--- src/rtl/aes_pkg.sv ---
// Shared AES constants and GF(2^8) helpers for the round datapath blocks.
// Multiples are built only from xtime chains, with no tables and no multipliers.
package aes_pkg;

    localparam int         STATE_W  = 128;
    localparam int         COL_W    = 32;
    localparam int         NUM_COLS = 4;
    localparam logic [7:0] GF_POLY  = 8'h1b;

    function automatic logic [7:0] xtime(input logic [7:0] x);
        return {x[6:0], 1'b0} ^ (x[7] ? GF_POLY : 8'h00);
    endfunction

    function automatic logic [7:0] gmul2(input logic [7:0] x);
        return xtime(x);
    endfunction

    function automatic logic [7:0] gmul3(input logic [7:0] x);
        return xtime(x) ^ x;
    endfunction

    // x8/x4/x2 are the xtime chain; 9, b, d and e are sums of chain terms.
    function automatic logic [7:0] gmul9(input logic [7:0] x);
        return xtime(xtime(xtime(x))) ^ x;
    endfunction

    function automatic logic [7:0] gmulb(input logic [7:0] x);
        return xtime(xtime(xtime(x))) ^ xtime(x) ^ x;
    endfunction

    function automatic logic [7:0] gmuld(input logic [7:0] x);
        return xtime(xtime(xtime(x))) ^ xtime(xtime(x)) ^ x;
    endfunction

    function automatic logic [7:0] gmule(input logic [7:0] x);
        return xtime(xtime(xtime(x))) ^ xtime(xtime(x)) ^ xtime(x);
    endfunction

    // Byte k is the k-th byte from the MSB end; column c holds bytes 4c..4c+3.
    function automatic logic [7:0] get_byte(input logic [STATE_W-1:0] state, input int k);
        return state[STATE_W-1-8*k -: 8];
    endfunction

    function automatic logic [COL_W-1:0] get_col(input logic [STATE_W-1:0] state, input int c);
        return state[STATE_W-1-COL_W*c -: COL_W];
    endfunction

endpackage

--- src/rtl/mix_columns_if.sv ---
// Beat interface for the MixColumns stage: input state plus mode in, registered result out.
interface mix_columns_if;
    import aes_pkg::*;

    logic               in_valid;
    logic               inverse;
    logic [STATE_W-1:0] in;
    logic [STATE_W-1:0] out;
    logic               out_valid;

    modport master (output in_valid, output inverse, output in, input out, input out_valid);
    modport slave  (input in_valid, input inverse, input in, output out, output out_valid);

endinterface

--- src/rtl/mix_single_column.sv ---
// Combinational MixColumns / InvMixColumns on one 32-bit column (row 0 in the MSBs).
module mix_single_column
    import aes_pkg::*;
(
    input  logic [COL_W-1:0] col,
    input  logic             inverse,
    output logic [COL_W-1:0] result
);

    logic [7:0] a [4];

    // Both matrices are circulant, so row r uses the same coefficients on a rotated column.
    for (genvar r = 0; r < 4; r++) begin : g_row
        logic [7:0] fwd;
        logic [7:0] inv;

        assign a[r] = col[COL_W-1-8*r -: 8];

        assign fwd = gmul2(a[r]) ^ gmul3(a[(r+1)%4]) ^ a[(r+2)%4] ^ a[(r+3)%4];
        assign inv = gmule(a[r]) ^ gmulb(a[(r+1)%4]) ^ gmuld(a[(r+2)%4]) ^ gmul9(a[(r+3)%4]);

        assign result[COL_W-1-8*r -: 8] = inverse ? inv : fwd;
    end

endmodule

--- src/rtl/mix_columns.sv ---
// AES MixColumns / InvMixColumns round stage: four column mixers feeding one register stage.
module mix_columns
    import aes_pkg::*;
(
    input  logic         clk,
    input  logic         rst,
    mix_columns_if.slave bus
);

    logic [STATE_W-1:0] next_state;
    logic [STATE_W-1:0] out_q;
    logic               valid_q;

    for (genvar c = 0; c < NUM_COLS; c++) begin : g_col
        mix_single_column u_col (
            .col     (get_col(bus.in, c)),
            .inverse (bus.inverse),
            .result  (next_state[STATE_W-1-COL_W*c -: COL_W])
        );
    end

    // NOTE: non-blocking assignments keep every register sampling pre-edge values, so
    // ordering between sequential blocks cannot change behaviour.
    // NOTE: the data register is reset too, so out is never X and reads 0 straight after reset.
    always_ff @(posedge clk or posedge rst) begin
        if (rst) begin
            out_q   <= '0;
            valid_q <= 1'b0;
        end else begin
            valid_q <= bus.in_valid;
            if (bus.in_valid) begin
                out_q <= next_state;
            end
        end
    end

    assign bus.out       = out_q;
    assign bus.out_valid = valid_q;

endmodule

--- src/flat_wrapper.sv ---
// flat-port wrapper written by rule: the top's interface ports become plain ports
module mix_columns_flat import aes_pkg::*;
  (clk, rst, bus_in_valid, bus_inverse, bus_in, bus_out, bus_out_valid);
  mix_columns_if bus_i ();
  input  logic clk;
  input  logic rst;
  input wire logic [$bits(bus_i.in_valid)-1:0] bus_in_valid;
  input wire logic [$bits(bus_i.inverse)-1:0] bus_inverse;
  input wire logic [$bits(bus_i.in)-1:0] bus_in;
  output wire logic [$bits(bus_i.out)-1:0] bus_out;
  output wire logic [$bits(bus_i.out_valid)-1:0] bus_out_valid;
  assign bus_i.in_valid = bus_in_valid;
  assign bus_i.inverse = bus_inverse;
  assign bus_i.in = bus_in;
  assign bus_out = bus_i.out;
  assign bus_out_valid = bus_i.out_valid;
  mix_columns u_core (.clk(clk), .rst(rst), .bus(bus_i));
endmodule
--- config.mk ---
export PLATFORM = sky130hd
export DESIGN_NAME = mix_columns_flat
export DESIGN_NICKNAME = d
export VERILOG_FILES = /design/src/rtl/aes_pkg.sv /design/src/rtl/mix_columns_if.sv /design/src/rtl/mix_single_column.sv /design/src/rtl/mix_columns.sv /design/src/flat_wrapper.sv
export SDC_FILE = /design/constraint.sdc
export NUM_CORES = 1
export LEC_CHECK = 0
export BUFFER_PORTS_ARGS = -buffer_cell sky130_fd_sc_hd__buf_2
export CAP_MARGIN = 20
export CORE_AREA = 4 4 203 303
export DETAILED_ROUTE_END_ITERATION = 12
export DIE_AREA = 0 0 207 307
export GPL_ROUTABILITY_DRIVEN = 0
export PLACE_DENSITY = 0.48
export SETUP_SLACK_MARGIN = 0.1
export SLEW_MARGIN = 10
export SYNTH_ARGS = -nofsm -noshare
export SYNTH_HDL_FRONTEND = slang
export SYNTH_SLANG_ARGS = --single-unit
--- constraint.sdc ---
create_clock -name clk -period 5.7 [get_ports clk]
set_clock_uncertainty 0.05 [all_clocks]
set_input_delay 1.14 -clock clk [delete_from_list [all_inputs] [get_ports clk]]
set_output_delay 1.14 -clock clk [all_outputs]
set_load 0.005 [all_outputs]
======== After elaboration in Yosys (flattened, before gate mapping) ========
Index checks and enable logic that the tools add are counted.
word-level totals
  bits in registers ....................... 129
  input port bits ......................... 132
  output and inout bits ................... 129
operators by class
  multiplexer cells ....................... 64
  bitwise gates (word level) .............. 256
operator list
  cell         count
  $xor 8x8->8  224
  $xor 8x5->8  32
  $mux 5       48
  $mux 8       16

======== Depth between registers and ports, before layout ========
Gate-level depths: netlist of the first run.
  depth after elaboration ................. 12
  mapped depth ............................ 7

======== Hierarchy ========
A second synthesis of the first run with hierarchy kept.
second synthesis, totals
  cells, all modules ...................... 1304
  area total of the unflattened synthesis .. 13999.7 um^2
modules (own cells, without submodules)
  module             instances  cells an instance  area an instance (um^2)  sequential area each (um^2)
  mix_single_column  4          258                2287.2                   0.0
  mix_columns        1          272                4850.9                   3228.1

======== Worst setup path before layout of the first run ========
No wires, ideal clock.
  path type ............................... input -> register
  from .................................... in bus_in[94]
  to ...................................... reg u_core.out_q[76], in the netlist u_core.bus.out[76]
  data arrival time ....................... 3.090 ns
  setup slack ............................. 2.491 ns
  stages on the path ...................... 7
  buffers on the path ..................... 1
  cell sequence ........................... clkbuf_1 > xnor3_1 > xor2_1 > xor2_1 > xnor3_1 > a211o_1 > nand3_1
on the way
  longest elaborated chain between the ends .. 9
ends and longest elaborated chain
  what                          RTL line                 text
  start, declared               flat_wrapper.sv:9        input wire logic [$bits(bus_i.in)-1:0] bus_in;
  $xor 8x8->8 (*)               aes_pkg.sv:11            return {x[6:0], 1'b0} ^ (x[7] ? GF_POLY : 8'h00);
  $mux 5 (*)                    aes_pkg.sv:11
  $xor 8x5->8 (*)               aes_pkg.sv:11
  $xor 8x5->8                   aes_pkg.sv:11
  $xor 8x8->8 (*) (2 in a row)  aes_pkg.sv:32            return xtime(xtime(xtime(x))) ^ xtime(xtime(x)) ^ x;
  $xor 8x8->8 (*) (2 in a row)  mix_single_column.sv:20  assign inv = gmule(a[r]) ^ gmulb(a[(r+1)%4]) ^ gmuld(a[(r+2)%4]) ^ gmul9(a[(r+3)%4]);
  $mux 8 (*)                    mix_single_column.sv:22  assign result[COL_W-1-8*r -: 8] = inverse ? inv : fwd;
  end signal, assigned          mix_columns.sv:32        out_q <= next_state;
  end, declared                 mix_columns.sv:11        logic [STATE_W-1:0] out_q;
Every way passes the cells marked *; elsewhere a longest branch is shown, timed or not.
A chain may end at the register's enable or synchronous reset.

======== Worst setup path in the final report of the first run ========
  from .................................... in bus_in[101]
  to ...................................... reg u_core.out_q[107], in the netlist u_core.bus.out[107]
on the way
  longest elaborated chain between the ends .. 10
ends and longest elaborated chain
  what                      RTL line                 text
  $xor 8x8->8               aes_pkg.sv:11
  $xor 8x5->8               aes_pkg.sv:11
  $mux 5                    aes_pkg.sv:11
  $xor 8x5->8               aes_pkg.sv:11
  $xor 8x8->8 (2 in a row)  aes_pkg.sv:28            return xtime(xtime(xtime(x))) ^ xtime(x) ^ x;
  $xor 8x8->8 (3 in a row)  mix_single_column.sv:20
  $mux 8                    mix_single_column.sv:22
Every way passes these cells.

==> impl_metrics.toml, run 1 <==
[synth]
ys_warn_count = 0
seq_area_frac_synth = 0.221
synth_top_area_frac = 0.307
ys_ff_latch = 129
synthArstFlopShare = 1.00
postSynthCellCount = 1470
synth-edff-count = 0
syn_area_um2 = 14600
yosysTopAreaCell = "xnor2_1"
avgSynthCellArea_um2 = 9.92
synth_nets = 1602
synthTopCellsByArea = "xnor2_1 (31%), dfrtp_1 (22%), xnor3_1 (15%), xor2_1 (10%), a21oi_1 (4.2%)"
synth_most_common_cell = "xnor2_1"
synthFlopType = "dfrtp_1"
yosys.cell_types.count = 45
synth_common_cells = "xnor2_1 (512), xor2_1 (174), nor2_1 (145)"

[routing]
antenna_left = 0
vias = 10400
via_per_inst = 4.31
wl_per_cell_um = 21.0
drt-initial-drc-count = 380
wl_mm = 50.8
drc = 0
drt-pass1-iter-count = 4

[clock_network]
cts_resized = 0
htreeDepth = 4
cts_sinks = 129
insertion_delay_ns = 0.46
hold_buffers = 0
cts_tree = "built"
clk_pin_slew_ns = 0.06
numCtsBuffers = 17
post_cts_buffers = 0
cts_buffer_depth = 2
root_buffer = "clkbuf_16"

[critical_path]
critPathArrivalTime_ns = 3.40
end_kind = "flip-flop"
critical_path_class = "input pin to flip-flop"
cp-start-kind = "input pin"
cp_max_fo = 6
crit_required_ns = 5.99

[power]
ir_drop_mv = 0.225
comb_power_share = 0.572
intPower_mw = 3.70
p_leak_nw = 7.24
power_frac_seq = 0.243
powerDensity_nw_per_um2 = 362
p_clk_frac = 0.184
switching_share = 0.398
power.switching_mw = 2.44

[timing]
relSlewSlack = 0.335
slew_violations = 0
fmax_ghz = 0.321
fin_crit_sh = 0.547
timing.final.crit_period_ns = 3.12
fin_tns_setup_ns = 0
rsz0062_at_grt = "no"
finalHoldViolCount = 0
finalSetupViolations = 0
setup_slack_ns = 2.58
worst_slew_pin_slew_ns = 0.998

[final_layout]
drive_above_1_share = 0.192
diodes = 0
stdcell_area_um2 = 16900
area_growth_pct = 16.2
nNetsFinal = 1763

[place]
post-place-ws_ns = 2.14
portBuffers = 260
dp_hpwl_mm = 40.4
dpl_cell_area_um2 = 16400

[floorplan]
initial_core_util = 0.248
fp.dieH_um = 307
placementRows = 109
ios = 261
core_um2 = 58900
dieArea_um2 = 63500
fp.dieW_um = 207

[global_route]
grt_max_degree = 121
grt_usage = 0.157
grt_first_pass_wirelength_mm = 75.7
first_global_vias = 11300
antenna_found_initial = 0
globalRouteOverflowTotal = 0

[run_status]
status = "finished clean"

[run]
cap_violations = 0

[hold_path]
hold_path.class = "flip-flop to flip-flop"
==> cell families (layout without fill, tap and decap cells) <==
logic type,after synthesis,after routing,share of synthesized area
compound gates,168,168,0.0637
xor+xnor,813,813,0.604
buf+inv,131,303,0.0397
flops,129,129,0.221
mux,16,16,0.0112
simple gates,213,213,0.0595
==> flip-flops by register name, summed over array words and instances, names as in the netlist <==
register              cells
u_core.bus.out          128
u_core.bus.out_valid      1
==> area by class of cell <==
cell class,count,area (um2)
clock inverters,11,116
multi-input cells,1210,10800
inverters,6,27.5
fillers,6361,42000
flip-flops and latches,129,3230
well taps,777,972
clock buffers,19,443
repair buffers,267,1380
==> worst max-delay path: stages <==
cell	delay, ns
buf_2	0.18
xnor2_1	0.58
xnor3_2	0.38
xnor3_2	0.47
xor2_2	0.17
a211oi_1	0.09
or3b_1	0.38
==> through the flow <==
stage                     power (mW)   util  hold WS (ns)  cells
after floorplan                 3.94      -         0.437   1470
after global placement          5.08  0.278         0.443   2388
after detailed placement        5.08  0.278         0.442   2389
after CTS                       6.28  0.288         0.458   2419
after global routing            6.59  0.288         0.488   2419
final                           6.14  0.288         0.450   2419
==> worst paths after layout <==
path / from / endpoint / slack, ns / cells after the start
worst max register to register: u_core.bus.out[107] / u_core.bus.out[107] / 4.56 / 2
worst min register to register: u_core.bus.out[108] / u_core.bus.out[108] / 0.45 / 2
worst max-delay path: bus_in[101] / u_core.bus.out[107] / 2.58 / 7
max in group asynchronous: rst / u_core.bus.out[82] / 3.65 / 3
min in group asynchronous: rst / u_core.bus.out[107] / 0.81 / 2
worst min-delay path: u_core.bus.out[108] / u_core.bus.out[108] / 0.45 / 2
==> routing by layer <==
| metal | part of all wire | vias up | global-route usage | routed length, um |
|---|---|---|---|---|
| li1 | - | 5022 | - | - |
| met1 | 0.40 | 5104 | 0.178 | 20200 |
| met2 | 0.54 | 245 | 0.295 | 27200 |
| met3 | 0.036 | 63 | 0.0289 | 1840 |
| met4 | 0.030 | 0 | 0.0574 | 1540 |
| met5 | 0 | - | 0 | 0 |
==> power groups by stage <==
stage	logic, mW	registers [mW]	clock network, mW
finish	3.52	1.50	1.13
global route	3.83	1.55	1.22
CTS	3.60	1.51	1.18
detailed placement	3.57	1.52	0
global placement	3.57	1.52	0
floorplan	2.44	1.50	0
==> cell usage in the layout (no fill, tap or decap), drive strengths merged, types with 13 or more instances in the layout <==
cell type    n
buf        267
a21oi      121
xor3        16
xor2       177
dfrtp      129
mux2i       13
xnor2      521
o21ai       18
xnor3       99
nor2       145
clkbuf      19
nand2       43
No activity file was read; power rests on OpenSTA's default activity.
==> run 2: changes to the inputs <==
--- a/config.mk
+++ b/config.mk
@@ -5,11 +5,12 @@
 export SDC_FILE = /design/constraint.sdc
 export NUM_CORES = 1
 export LEC_CHECK = 0
+export ABC_AREA = 1
 export BUFFER_PORTS_ARGS = -buffer_cell sky130_fd_sc_hd__buf_2
 export CAP_MARGIN = 20
-export CORE_AREA = 4 4 203 303
+export CORE_AREA = 4 4 265 397
 export DETAILED_ROUTE_END_ITERATION = 12
-export DIE_AREA = 0 0 207 307
+export DIE_AREA = 0 0 269 401
 export GPL_ROUTABILITY_DRIVEN = 0
 export PLACE_DENSITY = 0.48
 export SETUP_SLACK_MARGIN = 0.1
==> constraint.sdc (replaced) <==
create_clock -name clk -period 2.7 [get_ports clk]
set_clock_uncertainty 0.05 [all_clocks]
set_input_delay 0.54 -clock clk [delete_from_list [all_inputs] [get_ports clk]]
set_output_delay 0.54 -clock clk [all_outputs]
set_load 0.005 [all_outputs]
==> run 2 against run 1 <==
Net effect: sequential share of layout area is 7.9 points lower; global-route usage grew 4.9 points; die area increased by 70%; non-clock buffer count is 128 higher; final area is 71% higher; sequential power rose by 79%; core utilization fell by 0.25 points; largest cell class unchanged; power grew 130%; setup slack got worse by 2.1 ns; synthesized cell count rose to 2.8 times the previous value; final cell count is 140% higher.
==> impl_metrics.toml, run 2 <==
[run_status]
status = "finished clean"

[routing]
drt-initial-drc-count = 1604
wl_per_cell_um = 19.8
drc = 0
antenna_left = 0
via_per_inst = 4.57
vias = 26100
drt-pass1-iter-count = 6
wl_mm = 113

[global_route]
grt_usage = 0.206
first_global_vias = 25200
antenna_found_initial = 0
grt_max_degree = 92
grt_first_pass_wirelength_mm = 165
globalRouteOverflowTotal = 0

[critical_path]
path_cells = "buf_2 > inv_1 > nand2_1 > nand2_1 > nand2_1 > nand2_1 > inv_1 > xor2_1 > xnor2_1 > o21ai_0 > nand2_1"
path_delay_family = "simple AND/OR/NAND/NOR gates"
end_kind = "flip-flop"
critPathArrivalTime_ns = 2.57
crit_slowest_cell = "o21ai_0"
critical_path.most_common_cell = "nand2_1"
cp-start-kind = "input pin"
cp_max_fo = 9
slowest_delay_ns = 0.45
crit_required_ns = 3.04
reg2reg_from = "u_core.bus.out[94]"
crit_start = "bus_in[126]"
critical_path_class = "input pin to flip-flop"
worst-path-buf-inv = 3

[floorplan]
fp.dieH_um = 401
fp.dieW_um = 269
placementRows = 143
initial_core_util = 0.249
dieArea_um2 = 108000
core_um2 = 101000
ios = 261

[synth]
synth_common_cells = "nand2_1 (1638), xor2_1 (558), inv_1 (370)"
postSynthCellCount = 4162
yosys.cell_types.count = 39
synthArstFlopShare = 1.00
synth-edff-count = 0
synth_top_area_frac = 0.243
synthFlopType = "dfrtp_1"
yosysTopAreaCell = "nand2_1"
syn_area_um2 = 25300
synth_fa_ha_area_frac = 0
synth_top_family_by_area = "simple AND/OR/NAND/NOR gates"
synth_most_common_cell = "nand2_1"
avgSynthCellArea_um2 = 6.08
synth_nets = 4294
ys_ff_latch = 129
synthTopCellsByArea = "nand2_1 (24%), xor2_1 (19%), dfrtp_1 (13%), xnor2_1 (9.9%), nand3_1 (5.8%)"
synthSimpleGateAreaFrac = 0.374
synthMuxAreaShare = 0
seq_area_frac_synth = 0.128
synthXorXnorAreaFrac = 0.339
ys_warn_count = 0
synth_compound_area_frac = 0.0526

[clock_network]
cts_sinks = 129
clk_pin_slew_ns = 0.08
cts_buffer_depth = 2
cts_tree = "built"
cts_resized = 0
insertion_delay_ns = 0.52
post_cts_buffers = 0
numCtsBuffers = 17
root_buffer = "clkbuf_16"
htreeDepth = 4
hold_buffers = 0

[timing]
setup_slack_ns = 0.462
fmax_ghz = 0.447
timing.final.crit_period_ns = 2.24
relSlewSlack = 0.471
finalSetupViolations = 0
finalHoldViolCount = 0
slew_violations = 0
fin_crit_sh = 0.829
rsz0062_at_grt = "no"
fin_tns_setup_ns = 0
hold_ws_ns = 0.100
worst_slew_pin_slew_ns = 0.791

[place]
portBuffers = 260
dpl_cell_area_um2 = 28300
post-place-ws_ns = 0.0485
dpl.cell_count = 5686
dp_hpwl_mm = 91.2

[final_layout]
layout_common_cells = "nand2_1 (1638), xor2_1 (558), inv_1 (369)"
area_growth_pct = 14.4
nNetsFinal = 4532
utilization = 0.285
final_cells = 5717
fillers = 11400
final_common_cell = "nand2_1"
drive_above_1_share = 0.153
stdcell_area_um2 = 28900
largest_reg_flops = 128
diodes = 0

[run]
cap_violations = 0

[hold_path]
hold_path.class = "input pin to asynchronous set/reset pin"

[power]
power.total_mw = 13.8
powerDensity_nw_per_um2 = 479
ir_drop_mv = 0.436
p_leak_nw = 15.7
-- run 2: cell types whose count changed in the layout (fill, tap and decap cells not counted), sizes merged, moves of 99 or more --
cell   change
xor2     +426
inv      +423
buf      +127
nand2   +1702
nand3    +288
xnor3     -99
xnor2    -215
-- run 2: final timing paths --
check | to | slack (ns) | depth (start not counted)
max | u_core.bus.out[113] | 0.46 | 11
min | u_core.bus.out[48] | 0.10 | 3
max reg2reg | u_core.bus.out[94] | 1.87 | 2
min reg2reg | u_core.bus.out[85] | 0.42 | 2
max in group asynchronous | u_core.bus.out[94] | 2.08 | 3
min in group clk | u_core.bus.out[6] | 0.31 | 2
-- run 2: tightest hold or removal path, delay by kind of cell --
| kind | cells | cell delay (ns) |
|---|---|---|
| buf+inv | 3 | 0.54 |
-- run 2: power by group --
part / switching [mW] / total [mW] / internal [mW]
clock network: 1.23 / 2.78 / 1.55
logic: 5.33 / 8.39 / 3.05
registers: 0.316 / 2.68 / 2.36
-- run 2: area by class of cell --
class	count	area, um2	area share
Clock inverter	14	201	0.00696
Sequential cell	129	3230	0.112
Inverter	432	1640	0.0568
Tap cell	1305	1630	0.0564
Timing Repair Buffer	395	2440	0.0844
Multi-Input combinational cell	3425	19400	0.669
Clock buffer	17	425	0.0147
-- run 2: layer usage --
layer / global-route usage / vias up / routed length, um
li1: - / 13100 / -
met2: 0.363 / 830 / 55800
met3: 0.0311 / 280 / 5220
met4: 0.112 / 0 / 6970
met5: 0 / - / 0
met1: 0.236 / 11900 / 45000
-- run 2: kinds of logic after synthesis --
group | after synthesis
and+or+nand+nor | 2259
xor gates and xnor gates | 909
buffers and inverters | 608
AOI/OAI and AO/OA | 257
DFF | 129
